File: src/rtl/vcve2_vec_ex_seq.sv
// Multi-beat vector integer execute unit: one 32-bit beat per cycle over a VLEN-wide operation.
// Optional per-element masking by v0 is enabled with macro VCVE2_VEC_MASK_EN.
//
//   state | meaning
//   IDLE  | waiting for a request, in_ready_o high
//   BUSY  | processing beat beat_q of the latched request
//   DONE  | result held with out_valid_o high until consumed or killed
module vcve2_vec_ex_seq #(
    parameter int VLEN = 128
) (
    input  logic                         clk_i,
    input  logic                         rst_ni,
    input  logic                         in_valid_i,
    output logic                         in_ready_o,
    input  logic [2:0]                   op_i,
    input  logic [2:0]                   vsew_i,
    input  logic [$clog2(VLEN/8):0]      vl_i,
    input  logic [VLEN-1:0]              vs2_i,
    input  logic [VLEN-1:0]              vs1_i,
    input  logic [31:0]                  scalar_i,
    input  logic                         use_scalar_i,
    input  logic [VLEN-1:0]              vd_old_i,
    input  logic [VLEN/8-1:0]            v0_mask_i,
    input  logic                         kill_i,
    output logic                         out_valid_o,
    input  logic                         out_ready_i,
    output logic [VLEN-1:0]              result_o,
    output logic                         busy_o,
    output logic                         illegal_o
);
    localparam int NBEATS = VLEN / 32;
    localparam int VLW    = $clog2(VLEN / 8) + 1;
    localparam int BW     = (NBEATS > 1) ? $clog2(NBEATS) : 1;

    typedef enum logic [1:0] {IDLE, BUSY, DONE} state_t;

    state_t            state_q;
    logic [BW-1:0]     beat_q;
    logic [2:0]        op_q;
    logic [2:0]        vsew_q;
    logic [VLW-1:0]    vl_q;
    logic [VLEN-1:0]   vs2_q;
    logic [VLEN-1:0]   vs1_q;
    logic [31:0]       scalar_q;
    logic              use_scalar_q;
    logic [VLEN-1:0]   vd_old_q;
    logic [VLEN-1:0]   result_q;
    logic              out_valid_q;
    logic              illegal_q;
`ifdef VCVE2_VEC_MASK_EN
    logic [VLEN/8-1:0] mask_q;
    logic [VLEN/8-1:0] mask_sh;
`else
    logic              unused_mask;
    assign unused_mask = ^v0_mask_i;
`endif

    logic [31:0] off;
    logic [31:0] a_w, b_w, old_w, ob, r, e, word_new;
    logic [1:0]  lanes_sh;
    logic [3:0]  act_v;
    logic        legal;

    function automatic logic [31:0] alu(input logic [2:0] op, input logic [31:0] a, input logic [31:0] b);
        case (op)
            3'd0:    return a + b;
            3'd1:    return a - b;
            3'd2:    return a & b;
            3'd3:    return a | b;
            3'd4:    return a ^ b;
            default: return b;
        endcase
    endfunction

    always_comb begin
        off      = 32'(beat_q) << 5;
        a_w      = 32'(vs2_q >> off);
        b_w      = 32'(vs1_q >> off);
        old_w    = 32'(vd_old_q >> off);
        legal    = (op_q < 3'd6) && (vsew_q < 3'd3);
        word_new = old_w;
        ob       = b_w;
        r        = '0;
        e        = '0;
        act_v    = '0;
`ifdef VCVE2_VEC_MASK_EN
        mask_sh  = '0;
`endif
        case (vsew_q)
            3'd0:    lanes_sh = 2'd2;
            3'd1:    lanes_sh = 2'd1;
            default: lanes_sh = 2'd0;
        endcase
        // Element index of lane k; lanes beyond 32/SEW are never consumed.
        for (int k = 0; k < 4; k++) begin
            e        = (32'(beat_q) << lanes_sh) + 32'(k);
            act_v[k] = legal && (e < 32'(vl_q));
`ifdef VCVE2_VEC_MASK_EN
            mask_sh  = mask_q >> e;
            act_v[k] = act_v[k] && mask_sh[0];
`endif
        end
        case (vsew_q)
            3'd0: begin
                if (use_scalar_q) ob = {4{scalar_q[7:0]}};
                for (int k = 0; k < 4; k++) begin
                    r = alu(op_q, {24'b0, a_w[8*k +: 8]}, {24'b0, ob[8*k +: 8]});
                    if (act_v[k]) word_new[8*k +: 8] = r[7:0];
                end
            end
            3'd1: begin
                if (use_scalar_q) ob = {2{scalar_q[15:0]}};
                for (int k = 0; k < 2; k++) begin
                    r = alu(op_q, {16'b0, a_w[16*k +: 16]}, {16'b0, ob[16*k +: 16]});
                    if (act_v[k]) word_new[16*k +: 16] = r[15:0];
                end
            end
            3'd2: begin
                if (use_scalar_q) ob = scalar_q;
                r = alu(op_q, a_w, ob);
                if (act_v[0]) word_new = r;
            end
            default: word_new = old_w;
        endcase
    end

    always_ff @(posedge clk_i or negedge rst_ni) begin
        if (!rst_ni) begin
            state_q      <= IDLE;
            beat_q       <= '0;
            op_q         <= '0;
            vsew_q       <= '0;
            vl_q         <= '0;
            vs2_q        <= '0;
            vs1_q        <= '0;
            scalar_q     <= '0;
            use_scalar_q <= 1'b0;
            vd_old_q     <= '0;
            result_q     <= '0;
            out_valid_q  <= 1'b0;
            illegal_q    <= 1'b0;
`ifdef VCVE2_VEC_MASK_EN
            mask_q       <= '0;
`endif
        end else if (kill_i && state_q != IDLE) begin
            state_q     <= IDLE;
            beat_q      <= '0;
            out_valid_q <= 1'b0;
            illegal_q   <= 1'b0;
        end else begin
            case (state_q)
                IDLE: if (in_valid_i) begin
                    op_q         <= op_i;
                    vsew_q       <= vsew_i;
                    vl_q         <= vl_i;
                    vs2_q        <= vs2_i;
                    vs1_q        <= vs1_i;
                    scalar_q     <= scalar_i;
                    use_scalar_q <= use_scalar_i;
                    vd_old_q     <= vd_old_i;
`ifdef VCVE2_VEC_MASK_EN
                    mask_q       <= v0_mask_i;
`endif
                    beat_q       <= '0;
                    state_q      <= BUSY;
                end
                BUSY: begin
                    for (int w = 0; w < NBEATS; w++)
                        if (beat_q == BW'(w)) result_q[w*32 +: 32] <= word_new;
                    if (beat_q == BW'(NBEATS - 1)) begin
                        state_q     <= DONE;
                        out_valid_q <= 1'b1;
                        illegal_q   <= ~legal;
                        beat_q      <= '0;
                    end else begin
                        beat_q <= beat_q + BW'(1);
                    end
                end
                DONE: if (out_ready_i) begin
                    state_q     <= IDLE;
                    out_valid_q <= 1'b0;
                    illegal_q   <= 1'b0;
                end
                default: state_q <= IDLE;
            endcase
        end
    end

    assign in_ready_o  = (state_q == IDLE);
    assign busy_o      = (state_q != IDLE);
    assign out_valid_o = out_valid_q;
    assign result_o    = result_q;
    assign illegal_o   = illegal_q;
endmodule

File: config.mk
export PLATFORM = sky130hd
export DESIGN_NAME = vcve2_vec_ex_seq
export DESIGN_NICKNAME = d
export VERILOG_FILES = /design/src/rtl/vcve2_vec_ex_seq.sv
export SDC_FILE = /design/constraint.sdc
export NUM_CORES = 2
export LEC_CHECK = 0
export BUFFER_PORTS_ARGS = -buffer_cell sky130_fd_sc_hd__buf_2
export CAP_MARGIN = 20
export CORE_AREA = 8 8 352 268
export CTS_CLUSTER_SIZE = 40
export DETAILED_ROUTE_END_ITERATION = 10
export DIE_AREA = 0 0 360 276
export GPL_ROUTABILITY_DRIVEN = 0
export HOLD_SLACK_MARGIN = 0.12
export PLACE_DENSITY_LB_ADDON = 0.3
export SLEW_MARGIN = 20
export SYNTH_ARGS = -nofsm -noshare
export SYNTH_HDL_FRONTEND = slang
export SYNTH_SLANG_ARGS = --single-unit
File: constraint.sdc
create_clock -name clk_i -period 7.8 [get_ports clk_i]
set_input_delay 0 -clock clk_i [delete_from_list [all_inputs] [get_ports clk_i]]
set_output_delay 0 -clock clk_i [all_outputs]
set_load 0.02 [all_outputs]
[Word level (Yosys, flattened, before mapping)]
Cells that the tools add are included.
Operators by class
  div/mod/pow operators: 0
  eq/ne operators: 14
  reductions and logical operators: 21
  order comparisons: 6
  shifts and indexed selects: 4
  add/subtract/negate cells: 18
  multiply operators: 0
  muxes and demuxes: 38
  bitwise gates (word level): 23
Operator list (count)
  >> shifter 128 x 7 -> 32 bit: 3
  two-way mux 32 bit: 7
  case mux 16 bit (5 select lines): 2
  case mux 32 bit (5 select lines): 1
  case mux 8 bit (5 select lines): 4
  < comparator 32 x 5 -> 1 bit: 4
  case mux 32 bit (3 select lines): 1
  adder 32 x 2 -> 32 bit, second input constant: 2
  adder 16 bit: 2
  adder 32 x 1 -> 32 bit, second input constant: 1
  adder 32 bit: 1
  adder 8 bit: 4
  AND 16 bit: 2
  AND 32 bit: 1
  AND 8 bit: 4
  two-way mux 16 bit: 2
  two-way mux 8 bit: 4
  bitwise OR 16 bit: 2
  bitwise OR 32 bit: 1
  bitwise OR 8 bit: 4
  << shifter 2 x 2 -> 32 bit: 1
  subtractor 16 bit: 2
  subtractor 32 bit: 1
  subtractor 8 bit: 4
  26 further kinds: 64
Word-level totals
  memories: 0
  logic and storage cells: 140
  bits in latches: 0
  memory bits (read-only): 0
  register bits: 562
  bits in writable memories: 0

[Logic depth before layout (Yosys ltp)]
  depth after elaboration: 8
  depth in mapped cells: 27
  depth with buffers taken out: 21

[Worst setup path before layout]
OpenSTA, ideal clock, no wires.
  kind: register -> register
  from: register beat_q[0]
  to: register result_q[114], in the netlist result_o[114]
  data required time: 7.647 ns
  path buffers: 7
  arrival: 5.728 ns
  path slack: 1.920 ns
  cell stages (with the launch flop): 21
  library setup time: 0.153 ns
  cell sequence: dfrtp_1 buf_4 buf_2 buf_2 buf_2 buf_2 buf_2 buf_1 mux4_2 inv_1 ha_1 fa_1 nand2b_1 a21oi_1 o311ai_0 a31oi_1 a21boi_0 o21bai_1 xor2_1 a2111oi_0 o21ai_0
On the way
  word-level cells in the longest chain between the ends: 7
  elaborated cells on any way between the ends: 42
  those cells by class: 8 x add/sub; 3 x order compare; 1 x eq/ne; 4 x shift; 13 x mux; 9 x bitwise; 4 x reduce/logical
RTL lines
  from (decl): line 38  | logic [BW-1:0] beat_q;
  from (signal assigned): line 176  | beat_q <= beat_q + BW'(1);
  >> shifter 128 x 7 -> 32 bit: line 78  | b_w = 32'(vs1_q >> off);
  two-way mux 32 bit, on equally long branches: line 119, 105, 112
  two-way mux 32 bit: line 103  | case (vsew_q)
  subtractor 32 bit, or another cell as far along: line 67  | 3'd1: return a - b;
  case mux 32 bit (5 select lines), or another cell as far along: line 65  | case (op)
  two-way mux 32 bit, or another cell as far along: line 121  | if (act_v[0]) word_new = r;
  case mux 32 bit (3 select lines): line 103
  to (signal, indexed assignment): line 169  | if (beat_q == BW'(w)) result_q[w*32 +: 32] <= word_new;
  to (decl): line 47  | logic [VLEN-1:0] result_q;
Parallel ways exist; a longest one is shown, timed or not. The select of a mux whose other input is x is not followed.
A chain may end at the register's enable or synchronous reset.

[Final worst setup path]
  from: register beat_q[0]
  to: register result_q[93], in the netlist result_o[93]
The elaborated chain is that of the path after synthesis.

==> results.sh <==
export IMPL_cap_violations=0
export IMPL_routedWlPerCell_um=23.0
export IMPL_drive_gt1_share_pct=29.1
export IMPL_rsz0062_at_grt="no"
export IMPL_ys_seq_area_share_pct=42.1
export IMPL_fin_crit_sh_pct=87.1
export IMPL_area_growth_syn_to_layout_pct=36.0
export IMPL_drt_iter0_drc=2562
export IMPL_ys_ff_latch=562
export IMPL_cts_made_buffers=60
export IMPL_synthCells=3143
export IMPL_cts_tree="done"
export IMPL_synth_top_family_by_area="multiplexers"
export IMPL_cts_sinks=562
export IMPL_via_per_inst=5.41
export IMPL_fin_nets=4888
export IMPL_critPathLaunch="beat_q[0]"
export IMPL_ioPinCount=581
export IMPL_power_leakage_nw=20.3
export IMPL_yosysWarnings=0
export IMPL_design_area_mm2=0.0454
export IMPL_place_area_mm2=0.0374
export IMPL_synth_area_per_cell_um2=10.6
export IMPL_reg2reg_from="beat_q[0]"
export IMPL_drc=0
export IMPL_antenna_found_initial=35
export IMPL_power_density_mw_per_mm2=370
export IMPL_r2r_end="result_o[93]"
export IMPL_cp_slowest_stage_delay_ps=790
export IMPL_clk_pin_slew_ps=80
export IMPL_vias=29575
export IMPL_critical_path_required_ps=8290
export IMPL_clk_path_buf_depth=3
export IMPL_slew_headroom_pct=31.4
export IMPL_grt_max_degree=162
export IMPL_tns_ps=0
export IMPL_worst_pin_slew_ps=1020
export IMPL_async_flop_share_pct=100
export IMPL_whs_ps=144
export IMPL_synth_simple_area_share_pct=8.04
export IMPL_critPathArrivalTime_ps=7290
export IMPL_cp_max_fo=27
export IMPL_crit_end="result_o[93]"
export IMPL_detail_route_first_pass_iterations=8
export IMPL_die_area_mm2=0.0994
export IMPL_crit_cells=20
export IMPL_cp_slowest_cell="dfrtp_4"
export IMPL_crit_family="simple AND/OR/NAND/NOR gates"
export IMPL_dp_hpwl_um=87400
export IMPL_stdcell_count=5465
export IMPL_place_inst=4731
export IMPL_path_cells="or2_2 -> nor2_1 -> a211oi_1 -> nand2_1 -> or3_1 -> or2_2 -> nor2_1 -> a31oi_1 -> xnor2_1 -> ha_1 -> and3_1 -> and3_1 -> nand3_1 -> a2111oi_0 -> buf_4 -> o21ai_0 -> mux2i_1 -> o21ai_0 -> a22oi_1 -> o21ai_0"
export IMPL_core_area_mm2=0.0888
export IMPL_netlist_area_mm2=0.0334
export IMPL_outcome="finished, final reports clean"
export IMPL_cp_start_kind="flop"
export IMPL_die_x_um=360
export IMPL_die_height_um=276
export IMPL_fmax_mhz=147
export IMPL_rr_worst_depth=20
export IMPL_post_cts_setup_buffer_count=0
export IMPL_cts_htree_levels=2
export IMPL_r2r_slack_ps=1000
export IMPL_max_vdd_ir_drop_mv=0.204
export IMPL_crit_type="reg2reg"
export IMPL_cp_common_cell="o21ai_0"
export IMPL_start_util_pct=37.6
export IMPL_overflow=0
export IMPL_critPathBufInv=1
export IMPL_synth_edf_count=0
export IMPL_synthMuxAreaShare_pct=21.0
export IMPL_clock_latency_ps=640
export IMPL_hp_class="in2reg"
export IMPL_grt_usage_pct=24.4
export IMPL_dp_slack_ps=1160
export IMPL_synth_compound_area_share_pct=13.8
export IMPL_hold_viol=0
export IMPL_rows=95
export IMPL_portBuffers=564
export IMPL_synth_distinct_cells=84
export IMPL_synthAdderAreaFrac_pct=8.34
export IMPL_detail_route_antenna_nets=0
export IMPL_skew_ps=22.0
export IMPL_setup_viol=0
export IMPL_crit_path_end_kind="flop"
export IMPL_grt_pass1_wl_um=189000
export IMPL_slew_violations=0
export IMPL_synth_flop_cell="dfrtp_1"
export IMPL_drt_wl_total_um=126000
export IMPL_worst_slack_ps=1000
export IMPL_root_buffer="clkbuf_16"
export IMPL_post_cts_resized=0
export IMPL_grt_pass1_vias=30767
export IMPL_synth_xor_area_share_pct=2.70
export IMPL_period_needed_ps=6800
==> sequential cells by signal, summed over array words and instances (netlist names) <==
signal	count
use_scalar_q	1
vd_old_q	128
vs2_q	128
state_q	2
scalar_q	32
illegal_o	1
result_o	128
vl_q	5
vsew_q	3
beat_q	2
vs1_q	128
out_valid_o	1
op_q	3
==> worst min-delay path: stages <==
cell,delay [ps]
dlygate4sd3_1,520
buf_2,100
mux2_2,130
==> stage by stage <==
step / power [mW] / utilization, %
finish: 16.8 / 51.1
global route: 17.9 / 51.1
CTS: 16.7 / 51.0
detailed placement: 13.4 / 42.1
global placement: 13.3 / 42.1
floorplan: 10.6 / -
==> metal layers <==
| layer | up-vias | share of wire (%) | track usage [%] |
|---|---|---|---|
| met4 | 2 | 4.8 | 11.0 |
| met1 | 14702 | 40 | 29.7 |
| li1 | 13485 | - | - |
| met3 | 297 | 5.9 | 3.96 |
| met2 | 1089 | 50 | 42.3 |
| met5 | - | 0.010 | 0 |
==> layout by cell type (no fill, tap or decap), drive strengths merged, types with 17 or more instances in the layout <==
master	Yosys	routed
and2	22	22
dfrtp	562	562
mux2i	43	43
buf	47	612
a221oi	24	24
a21o	30	30
a21oi	190	190
ha	216	216
mux4	77	77
nor2	147	147
clkbuf	142	86
a211oi	26	26
nor2b	17	17
o22ai	22	22
o211ai	23	23
diode	0	36
xnor2	86	86
inv	139	144
mux2	431	431
nand2	306	306
a31oi	22	22
nor3	24	24
o31ai	17	17
dlygate4sd3	0	589
o21ai	302	302
==> power by group <==
| part | total (mW) | internal [mW] | leakage, nW | switching [mW] |
|---|---|---|---|---|
| Combinational | 9.39 | 3.83 | 12.6 | 5.56 |
| Sequential | 4.44 | 3.80 | 6.74 | 0.641 |
| Clock | 2.96 | 1.71 | 0.976 | 1.25 |
| Total | 16.8 | 9.33 | 20.3 | 7.45 |
==> worst min path at each step <==
stage / startpoint / end / slack (ps) / cells past startpoint
floorplan: rst_ni / beat_q[0] / -300 / 0
global placement: rst_ni / vs1_q[126] / 2 / 1
detailed placement: rst_ni / vs1_q[63] / -3 / 1
CTS: vs2_i[45] / vs2_q[45] / 120 / 3
global route: vs1_i[121] / vs1_q[121] / 130 / 3
finish: vs1_i[47] / vs1_q[47] / 140 / 3
==> Yosys cell counts, drive strengths merged, types with 16 or more instances <==
library cell / instances / share of area [%]
nor2: 147 / 1.7
ha: 216 / 8.1
inv: 139 / 1.6
o211ai: 23 / 0.52
o21ai: 302 / 4.5
buf: 47 / 0.67
a221oi: 24 / 0.63
mux2: 431 / 15
o31ai: 17 / 0.38
mux4: 77 / 5.2
a211oi: 26 / 0.59
dfrtp: 562 / 42
a21oi: 190 / 2.9
clkbuf: 142 / 1.6
nand3: 16 / 0.24
nor2b: 17 / 0.32
xor2: 16 / 0.42
mux2i: 43 / 1.3
nand2b: 16 / 0.30
o22ai: 22 / 0.41
a31oi: 22 / 0.41
nand2: 306 / 3.4
xnor2: 86 / 2.3
a21o: 30 / 0.68
nor3: 24 / 0.36
and2: 22 / 0.41
==> layout make-up <==
class                   count  area, um^2
fillers                  7719       43400
multi-input cells        2252       18100
flip-flops and latches    562       14100
repair buffers           1201        9160
clock buffers              86        1690
well taps                1164        1460
inverters                 142         533
clock inverters            22         307
diodes                     36        90.1
==> repair_timing <==
item | in CTS | in global routing
hold buffers | 590 | 0
endpoints found under the setup margin | 0 | 0
endpoints found under the hold margin | 782 | 0
==> cell families (layout without fill, tap and decap cells) <==
logic type | after synthesis | count (layout)
compound gates | 763 | 763
simple gates | 613 | 613
flops | 562 | 562
mux | 551 | 551
buf+inv | 331 | 1451
fa+ha+maj | 220 | 220
xor+xnor | 102 | 102
other cells | 1 | 39
Note: power is estimated with default switching activity, not from simulation.
